**config.mk**
```make
export PLATFORM = sky130hd
export DESIGN_NAME = fp16_add_arbiter
export DESIGN_NICKNAME = d
export VERILOG_FILES = /design/src/rtl/fp16_add_arbiter.sv
export SDC_FILE = /design/constraint.sdc
export NUM_CORES = 1
export LEC_CHECK = 0
export CAP_MARGIN = 0
export CORE_MARGIN = 5
export CORE_UTILIZATION = 37
export DETAILED_ROUTE_END_ITERATION = 8
export PLACE_DENSITY_LB_ADDON = 0.05
export SETUP_SLACK_MARGIN = 0.1
export SYNTH_ARGS = -nofsm -noshare
export SYNTH_HDL_FRONTEND = slang
export SYNTH_SLANG_ARGS = --single-unit
```
**constraint.sdc**
```tcl
create_clock -name clk -period 8.06 [get_ports clk]
set_input_delay 2.418 -clock clk [delete_from_list [all_inputs] [get_ports clk]]
set_output_delay 2.418 -clock clk [all_outputs]
set_load 0.005 [all_outputs]
```
**src/rtl/fp16_add_arbiter.sv**
```systemverilog
// Round-robin arbiter sharing one fixed-latency FP16 adder among four requesters.
// Latency LAT cycles grant-to-response; responses have no backpressure, grants stop when en is low.
module fp16_add_arbiter #(
  parameter int LAT = 3
) (
  input  logic        clk,
  input  logic        rst_n,
  input  logic        en,
  input  logic [3:0]  req_valid,
  input  logic [63:0] req_a,
  input  logic [63:0] req_b,
  output logic [3:0]  req_ready,
  output logic        add_valid,
  output logic [15:0] add_a,
  output logic [15:0] add_b,
  input  logic [15:0] add_result,
  output logic        resp_valid,
  output logic [1:0]  resp_id,
  output logic [15:0] resp_data,
  output logic        busy,
  output logic [15:0] issue_cnt,
  output logic [15:0] skip_cnt,
  input  logic        clr_stats
);

  localparam logic [1:0] S_IDLE  = 2'd0;
  localparam logic [1:0] S_RUN   = 2'd1;
  localparam logic [1:0] S_DRAIN = 2'd2;

  logic [1:0]  state, state_nxt;
  logic [1:0]  rr_ptr;
  logic [3:0]  inflight;
  logic [3:0]  grant;
  logic [1:0]  gnt_id;
  logic [1:0]  cand;
  logic        found;
  logic        xfer;
  logic [15:0] sel_a, sel_b;
  logic        a_zero, b_zero, op_zero;
  logic [15:0] skip_res;

  logic        pv    [LAT];
  logic [1:0]  pid   [LAT];
  logic        pskip [LAT];
  logic [15:0] pres  [LAT];

  // First valid requester strictly after the last grant, wrapping 3->0.
  always_comb begin
    grant  = '0;
    gnt_id = rr_ptr;
    found  = 1'b0;
    cand   = rr_ptr;
    for (int k = 1; k <= 4; k++) begin
      cand = rr_ptr + k[1:0];
      if (!found && req_valid[cand]) begin
        grant[cand] = 1'b1;
        gnt_id      = cand;
        found       = 1'b1;
      end
    end
  end

  assign req_ready = (state == S_RUN && en) ? grant : 4'b0000;
  assign xfer      = |(req_valid & req_ready);

  assign sel_a   = req_a[gnt_id*16 +: 16];
  assign sel_b   = req_b[gnt_id*16 +: 16];
  assign a_zero  = (sel_a[14:0] == 15'd0);
  assign b_zero  = (sel_b[14:0] == 15'd0);
  assign op_zero = a_zero | b_zero;

  always_comb begin
    skip_res = {sel_a[15] & sel_b[15], 15'd0};
    if (a_zero && !b_zero)
      skip_res = sel_b;
    else if (b_zero && !a_zero)
      skip_res = sel_a;
  end

  assign add_valid = xfer & ~op_zero;
  assign add_a     = add_valid ? sel_a : 16'd0;
  assign add_b     = add_valid ? sel_b : 16'd0;

  assign resp_valid = pv[LAT-1];
  assign resp_id    = pv[LAT-1] ? pid[LAT-1] : 2'd0;
  assign resp_data  = !pv[LAT-1] ? 16'd0 : (pskip[LAT-1] ? pres[LAT-1] : add_result);
  assign busy       = (state != S_IDLE) || (inflight != 4'd0);

  always_comb begin
    state_nxt = state;
    case (state)
      S_IDLE:  if (en) state_nxt = S_RUN;
      S_RUN:   if (!en) state_nxt = S_DRAIN;
      S_DRAIN: begin
        if (en)
          state_nxt = S_RUN;
        else if (inflight == 4'd0)
          state_nxt = S_IDLE;
      end
      default: state_nxt = S_IDLE;
    endcase
  end

  always_ff @(posedge clk or negedge rst_n) begin
    if (!rst_n) begin
      state    <= S_IDLE;
      rr_ptr   <= 2'd3;
      inflight <= 4'd0;
    end else begin
      state <= state_nxt;
      if (xfer)
        rr_ptr <= gnt_id;
      case ({xfer, resp_valid})
        2'b10:   inflight <= inflight + 4'd1;
        2'b01:   inflight <= inflight - 4'd1;
        default: inflight <= inflight;
      endcase
    end
  end

  // Tag pipeline: one slot per cycle so responses leave exactly LAT cycles after grant, in order.
  always_ff @(posedge clk or negedge rst_n) begin
    if (!rst_n) begin
      for (int i = 0; i < LAT; i++) begin
        pv[i]    <= 1'b0;
        pid[i]   <= 2'd0;
        pskip[i] <= 1'b0;
        pres[i]  <= 16'd0;
      end
    end else begin
      pv[0]    <= xfer;
      pid[0]   <= gnt_id;
      pskip[0] <= op_zero;
      pres[0]  <= skip_res;
      for (int i = 1; i < LAT; i++) begin
        pv[i]    <= pv[i-1];
        pid[i]   <= pid[i-1];
        pskip[i] <= pskip[i-1];
        pres[i]  <= pres[i-1];
      end
    end
  end

  always_ff @(posedge clk or negedge rst_n) begin
    if (!rst_n) begin
      issue_cnt <= 16'd0;
      skip_cnt  <= 16'd0;
    end else if (clr_stats) begin
      issue_cnt <= 16'd0;
      skip_cnt  <= 16'd0;
    end else begin
      if (add_valid && issue_cnt != 16'hFFFF)
        issue_cnt <= issue_cnt + 16'd1;
      if (xfer && op_zero && skip_cnt != 16'hFFFF)
        skip_cnt <= skip_cnt + 16'd1;
    end
  end

endmodule

```
==> impl_metrics.csv, run 1 <==
group,metric,value,unit
run_status,status,"complete, no violations",
detailed_routing,routed_wl,23000,um
sta,fin_crit,7850,ps
global_routing,grt_pass1_vias,6137,
power_and_ir_drop,swShare,39.6,%
min_path,hold_path.class,"reg -> reg",
critical_path,worstPathRequired,5640,ps
global_routing,grtUsageTotal,22.8,%
detailed_routing,vias,5986,
critical_path,r2r_cells,16,
critical_path,cp_max_fo,13,
sta,rsz0062_at_grt,"true",
clock_tree,numClockSinks,100,
sta,worst_slew_pin_slew,957,ps
min_path,worstHoldStart,"pres[19]",
detailed_routing,wl_per_cell,21.5,um
cells_and_area,final_cell_mix,"233 x clkdlybuf4s50_1, 98 x dfrtp_1, 41 x and3_1",
sta,final-max-slew-violation-count,0,
sta,setup_tns,0,ps
floorplanning,pin_count,241,
detailed_routing,final_antenna_net_count,0,
cells_and_area,final_nets,1010,
critical_path,crit_type,"in -> out",
global_routing,grt-ovfl-total,0,
clock_tree,clk_pin_slew,60,ps
clock_tree,clk_path_buf_depth,2,
sta,max_slew_margin,35.8,%
sta,whs,348,ps
cells_and_area,fillers,1414,
floorplanning,die_height,141,um
logic_synthesis,synth.avg_cell_area,10.6,sq um
clock_tree,cts_inserted_buffers,9,
logic_synthesis,ys_async_sr_fraction,100,%
floorplanning,row_count,47,
power_and_ir_drop,p_leak,3.97,nW
sta,period_share,97.4,%
global_routing,antenna_found_initial,1,
global_routing,grt_pass1_wl,35000,um
critical_path,r2r-end,"inflight[3]",
logic_synthesis,synth_seq_cells,100,
power_and_ir_drop,power.density,342,mW/mm^2
power_and_ir_drop,p_switching,1.29,mW
power_and_ir_drop,power_frac_seq,23.1,%
sta,hold_viol,0,
place,hpwl,18700,um
logic_synthesis,ys_types,62,
clock_tree,h-tree-depth,3,
critical_path,crit_end,"add_a[14]",
power_and_ir_drop,ir_worst_vdd,0.167,mV
clock_tree,cts_root_buffer,"clkbuf_16",
logic_synthesis,synth_warnings,0,
critical_path,worstReg2RegStart,"rr_ptr[0]",
sta,setup_viol,0,
place,place_congestion,0.956,
logic_synthesis,ys_seq_area_share,39.7,%
detailed_routing,vias_per_cell,5.59,
floorplanning,die_width,141,um
floorplanning,die_area,0.0198,sq mm
logic_synthesis,syn-cell-area,0.00631,sq mm
critical_path,critPathCaptureType,"output pin",
run,maxCapViolations,0,
sta,max_freq,0.127,GHz
cells_and_area,area_growth,50.9,%
critical_path,cp-start-kind,"primary input",
detailed_routing,drc_errors,0,
detailed_routing,first_pass_iters,5,
critical_path,critPathArrivalTime,5440,ps
critical_path,reg2reg_slack,3450,ps
logic_synthesis,synth-edff-count,0,
logic_synthesis,syn_nets,762,
floorplanning,start_util,37.9,%
critical_path,cp-startpoint,"req_valid[1]",
power_and_ir_drop,pwr-share-clk,13.8,%
sta,final.setup_skew,8.62,ps
power_and_ir_drop,power_frac_comb,63.2,%
logic_synthesis,synth_flop_cell,"dfrtp_1",
clock_tree,hold_buffers,0,
logic_synthesis,yosysTopAreaCell,"dfrtp_1",
logic_synthesis,synth_top_cell_area_share,38.9,%
clock_tree,cts_tree,"yes",
cells_and_area,drive_gt1_share,12.4,%
logic_synthesis,ys_top_cells_by_area,"dfrtp_1 39%, mux4_2 13%, and3_1 4.1%, nor2b_1 4.0%, mux2_1 3.0%",
cells_and_area,layout_commonest_cell,"clkdlybuf4s50_1",
power_and_ir_drop,p_int,1.97,mW
global_routing,grt_max_degree,76,
clock_tree,clock_latency,340,ps
floorplanning,coreArea,0.0166,sq mm
logic_synthesis,syn_inst,596,
place,port_buffers,240,
detailed_routing,drt_iter0_drc,340,
-- cells in the mapped netlist, types with 17 or more instances --
| master | count |
|---|---|
| nor2b_1 | 40 |
| mux2_1 | 17 |
| and3_1 | 41 |
| nor2_1 | 36 |
| dfrtp_1 | 98 |
| mux4_2 | 36 |
| mux2i_1 | 18 |
| nor3_1 | 22 |
| clkbuf_1 | 25 |
| nand2_1 | 27 |
| a21oi_1 | 19 |
| nor4_1 | 25 |
-- cell families after synthesis --
group                      after synthesis  synth area share [%]
AOI/OAI and AO/OA                       81                  9.48
xor gates and xnor gates                 5                 0.694
adders and majority gates               14                  2.90
buffers and inverters                   57                  3.69
DFF                                    100                  39.7
muxes                                   75                  19.5
and+or+nand+nor                        264                  24.1
-- power by group through the flow --
| stage | combinational (mW) | clock, mW | sequential, mW |
|---|---|---|---|
| after floorplan | 1.18 | 0 | 0.697 |
| after CTS | 2.05 | 0.460 | 0.757 |
| after global routing | 2.20 | 0.483 | 0.774 |
| after global placement | 1.88 | 0 | 0.760 |
| final | 2.06 | 0.448 | 0.752 |
| after detailed placement | 1.90 | 0 | 0.765 |
-- state kept, by name, indices dropped and copies added, names as in the netlist --
| register | count |
|---|---|
| inflight | 4 |
| pid | 6 |
| state | 2 |
| rr_ptr | 2 |
| pskip | 3 |
| pres | 48 |
| skip_cnt | 16 |
| pv | 2 |
| resp_valid | 1 |
| issue_cnt | 16 |
-- final cells by class --
class	instances	area [sq um]	share of cell area, %
flip-flops and latches	100	2500	26.3
clock inverters	5	66.3	0.696
diodes	1	2.50	0.0263
repair buffers	276	2740	28.8
inverters	18	70.1	0.736
well taps	220	275	2.89
clock buffers	11	253	2.65
multi-input cells	439	3610	37.9
-- layer usage --
metal	track usage [%]	share of wire (%)	up-vias
met2	39.2	50	264
met4	7.70	2.7	0
met1	28.4	40	2925
met3	5.11	6.5	35
li1	-	-	2762
met5	0	0	-
-- worst min-delay path by stage --
stage,slack (ps),endpoint,depth (start not counted)
final,350,pres[3],0
after global routing,350,pres[10],0
after floorplan,330,pid[0],0
after global placement,330,resp_valid,0
after CTS,350,pres[3],0
after detailed placement,330,pid[1],0
-- worst max-delay path: stages --
cell and delay [ps]:
dlygate4sd2_1 280, mux4_2 580, nor2b_4 180, buf_4 140
o21ai_1 330, o2111ai_2 250, a2bb2oi_4 290, bufbuf_16 310
and3_1 150, clkdlybuf4s50_1 510
-- through the flow --
step	power [mW]	utilization, %	area, sq um	setup WS [ps]	std cells
floorplan	1.87	-	6310	729	596
global placement	2.64	54.6	9080	52.7	1045
detailed placement	2.66	54.6	9080	-37.8	1045
CTS	3.27	57.2	9520	227	1069
global route	3.46	57.2	9520	95.4	1070
finish	3.26	57.2	9520	206	1070
-- timing repair --
item | 4_1_cts | 5_1_grt
buffers inserted | 7 | 0
setup endpoints to repair | 32 | 29
hold endpoints to repair | 0 | 0
gates cloned | 1 | 0
pin swaps | 2 | 0
gates resized for setup | 9 | 3
Power figures use the tool's default switching activity.
==> run 2, diff against run 1 <==
--- a/config.mk
+++ b/config.mk
@@ -5,12 +5,15 @@
 export SDC_FILE = /design/constraint.sdc
 export NUM_CORES = 1
 export LEC_CHECK = 0
+export ABC_AREA = 1
 export CAP_MARGIN = 0
 export CORE_MARGIN = 5
 export CORE_UTILIZATION = 37
 export DETAILED_ROUTE_END_ITERATION = 8
 export PLACE_DENSITY_LB_ADDON = 0.05
 export SETUP_SLACK_MARGIN = 0.1
+export SLEW_MARGIN = 5
 export SYNTH_ARGS = -nofsm -noshare
 export SYNTH_HDL_FRONTEND = slang
 export SYNTH_SLANG_ARGS = --single-unit
+export TNS_END_PERCENT = 100
==> impl_metrics.csv, run 2 <==
group,metric,value,unit
run_status,status,"complete, no violations",
logic_synthesis,ys_async_sr_fraction,100,%
detailed_routing,drt_iter0_drc,410,
global_routing,grtUsageTotal,21.2,%
sta,rsz0062_at_grt,"false",
floorplanning,start_util,37.8,%
logic_synthesis,syn_nets,1097,
min_path,hold_path.class,"reg -> reg",
critical_path,cp_max_fo,17,
logic_synthesis,synth_simple_gate_area_share,40.2,%
critical_path,critPathCaptureType,"output pin",
sta,setup_viol,0,
clock_tree,clock_latency,350,ps
clock_tree,cts_root_buffer,"clkbuf_16",
logic_synthesis,synth_fa_ha_area_share,2.79,%
logic_synthesis,yosysTopAreaCell,"dfrtp_1",
critical_path,critPathArrivalTime,5360,ps
logic_synthesis,synth_top_family_by_area,"simple AND/OR/NAND/NOR gates",
power_and_ir_drop,pwr-share-clk,11.6,%
place,place_congestion,0.867,
place,post-place-ws,23.8,ps
critical_path,reg2reg_slack,3820,ps
power_and_ir_drop,p_int,1.89,mW
logic_synthesis,syn_inst,931,
floorplanning,die_width,143,um
sta,final.setup_skew,14.0,ps
power_and_ir_drop,p_leak,5.45,nW
critical_path,crit_type,"in -> out",
critical_path,cp-start-kind,"primary input",
cells_and_area,drive_gt1_share,8.31,%
cells_and_area,largest_reg_flops,48,
logic_synthesis,netlist_top_cells_count,"278 x nand2_1, 124 x nor2_1, 108 x inv_1, 104 x nand3_1, 98 x dfrtp_1",
logic_synthesis,synth_flop_cell,"dfrtp_1",
detailed_routing,vias_per_cell,4.80,
clock_tree,numClockSinks,100,
sta,setup_tns,0,ps
power_and_ir_drop,power_frac_comb,72.7,%
cells_and_area,final_cell_area,0.00985,sq mm
global_routing,grt_pass1_vias,6450,
logic_synthesis,synth-edff-count,0,
floorplanning,die_area,0.0205,sq mm
clock_tree,cts_tree,"yes",
clock_tree,clk_pin_slew,70,ps
floorplanning,row_count,48,
global_routing,antenna_found_initial,2,
logic_synthesis,syn-cell-area,0.00656,sq mm
sta,period_share,96.5,%
cells_and_area,final_nets,1340,
logic_synthesis,synth.avg_cell_area,7.04,sq um
place,placed_cells,1381,
logic_synthesis,synth_compound_area_share,5.48,%
cells_and_area,largestRegisters,"pres: 48 flops, issue_cnt: 16 flops, skip_cnt: 16 flops",
logic_synthesis,ys_top_cells_by_area,"dfrtp_1 37%, nand2_1 16%, nand3_1 7.9%, nor2_1 7.1%, inv_1 6.2%",
detailed_routing,wl_per_cell,15.9,um
detailed_routing,routed_wl,22400,um
floorplanning,die_height,143,um
critical_path,r2r-end,"inflight[3]",
sta,hold_viol,0,
global_routing,grt_pass1_wl,34400,um
min_path,holdPathEnd,"pres[26]",
sta,final-max-slew-violation-count,0,
logic_synthesis,yosysMostFrequentCell,"nand2_1",
cells_and_area,final_cell_mix,"273 x nand2_1, 207 x clkdlybuf4s50_1, 122 x nor2_1",
cells_and_area,layout_commonest_cell,"nand2_1",
power_and_ir_drop,power.density,388,mW/mm^2
detailed_routing,first_pass_iters,5,
sta,fin_crit,7780,ps
logic_synthesis,ys_seq_area_share,38.2,%
clock_tree,cts_inserted_buffers,9,
global_routing,grt_max_degree,84,
detailed_routing,vias,6742,
sta,max_slew_margin,31.1,%
cells_and_area,final_cells,1404,
detailed_routing,final_antenna_net_count,0,
floorplanning,coreArea,0.0174,sq mm
clock_tree,h-tree-depth,3,
power_and_ir_drop,power_frac_seq,15.7,%
detailed_routing,drc_errors,0,
logic_synthesis,synth_top_cell_area_share,37.4,%
power_and_ir_drop,p_switching,1.93,mW
cells_and_area,regMostFlops,"pres",
logic_synthesis,ys_types,41,
global_routing,grt-ovfl-total,0,
cells_and_area,area_growth,50.3,%
logic_synthesis,synth_warnings,0,
floorplanning,pin_count,241,
sta,max_freq,0.129,GHz
place,hpwl,16800,um
critical_path,worstPathRequired,5640,ps
run,maxCapViolations,0,
min_path,worstHoldStart,"pres[42]",
sta,setup_slack,285,ps
logic_synthesis,synth_xor_xnor_area_share,2.67,%
min_path,min_delay_path_depth,0,
critical_path,r2r_cells,24,
cells_and_area,utilization,56.8,%
power_and_ir_drop,swShare,50.5,%
logic_synthesis,synth_seq_cells,100,
place,port_buffers,240,
logic_synthesis,muxShareOfSynthArea,0,%
sta,worst_slew_pin_slew,1030,ps
clock_tree,hold_buffers,0,
power_and_ir_drop,ir_worst_vdd,0.217,mV
clock_tree,clk_path_buf_depth,2,
place,dpl-instance-area,0.00924,sq mm
critical_path,worstReg2RegStart,"rr_ptr[0]",
cells_and_area,diodes,0,
-- run 2: cell count changes in the layout (fill, tap and decap cells not counted), sizes merged, moves of 26 or more --
cell           previous run  this run
nor2b                    41         0
nor2                     36       131
nand2                    27       295
nand3                    11       109
mux4                     36         0
dlymetal6s2s              0        32
and3                     41         0
clkdlybuf4s50           233       207
inv                      21       115
-- run 2: worst max-delay path by stage --
| stage | endpoint | depth (start not counted) | startpoint |
|---|---|---|---|
| after floorplan | add_a[0] | 22 | req_valid[0] |
| after global placement | add_a[3] | 21 | req_valid[0] |
| after detailed placement | add_b[11] | 21 | req_valid[0] |
| after CTS | add_b[11] | 24 | req_valid[0] |
| after global routing | add_valid | 22 | req_valid[0] |
| final | add_valid | 20 | req_valid[0] |
-- run 2: layer usage --
layer  up-vias  share of wire, %  track usage (%)  wire, um
met2       235                46             34.9     10400
met5         -              0.10                0        23
met1      3048                43             28.0      9700
met4         4               1.8             4.70       396
li1       3429                 -                -         -
met3        26               8.4             6.03      1890
-- run 2: repair_timing --
item | in CTS | in global routing
setup endpoints to repair | 29 | 33
pin swaps | 1 | 3
resized for setup | 9 | 46
buffers inserted | 0 | 2
gates cloned | 1 | 4
-- run 2: layout make-up --
cell class,count,area (sq um)
Fill cell,1684,7510
Clock buffer,9,225
Timing Repair Buffer,275,2930
Tap cell,225,282
Multi-Input combinational cell,676,3400
Clock inverter,7,82.6
Sequential cell,100,2500
Inverter,112,430
-- run 2: through the flow --
| step | total power, mW | hold slack, ps |
|---|---|---|
| 6_report | 3.82 | 349 |
| 4_1_cts | 3.63 | 350 |
| 3_3_place_gp | 3.10 | 333 |
| 5_1_grt | 4.15 | 352 |
| 3_5_place_dp | 3.09 | 335 |
| 2_1_floorplan | 2.16 | 331 |
-- run 2: cells by family after synthesis --
kind of cell | count (synthesis)
XOR/XNOR | 20
AND/OR/NAND/NOR | 582
AO/OA/AOI/OAI | 60
flip-flops | 100
adder cells (fa/ha/maj) | 14
buffers and inverters | 155
-- run 2: worst max-delay path: stages --
cell and delay [ps]:
clkdlybuf4s50_1 500, inv_1 50, nand2_1 110, nand3_2 120, nand2_4 120, inv_2 70
nand3_1 110, nand2_1 100, nand2_4 130, clkbuf_16 200, nand2_1 70, nand3_1 80
nand2_1 100, nand3_1 110, nor2_2 50, nand2_2 120, nand2_8 70, nor2_8 120
buf_12 160, clkdlybuf4s50_1 510
-- run 2: power groups by stage --
stage | Combinational, mW | Clock [mW] | Sequential (mW)
after floorplan | 1.57 | 0 | 0.586
after global placement | 2.49 | 0 | 0.608
after detailed placement | 2.48 | 0 | 0.607
after CTS | 2.58 | 0.457 | 0.599
after global routing | 3.07 | 0.476 | 0.605
final | 2.78 | 0.443 | 0.598
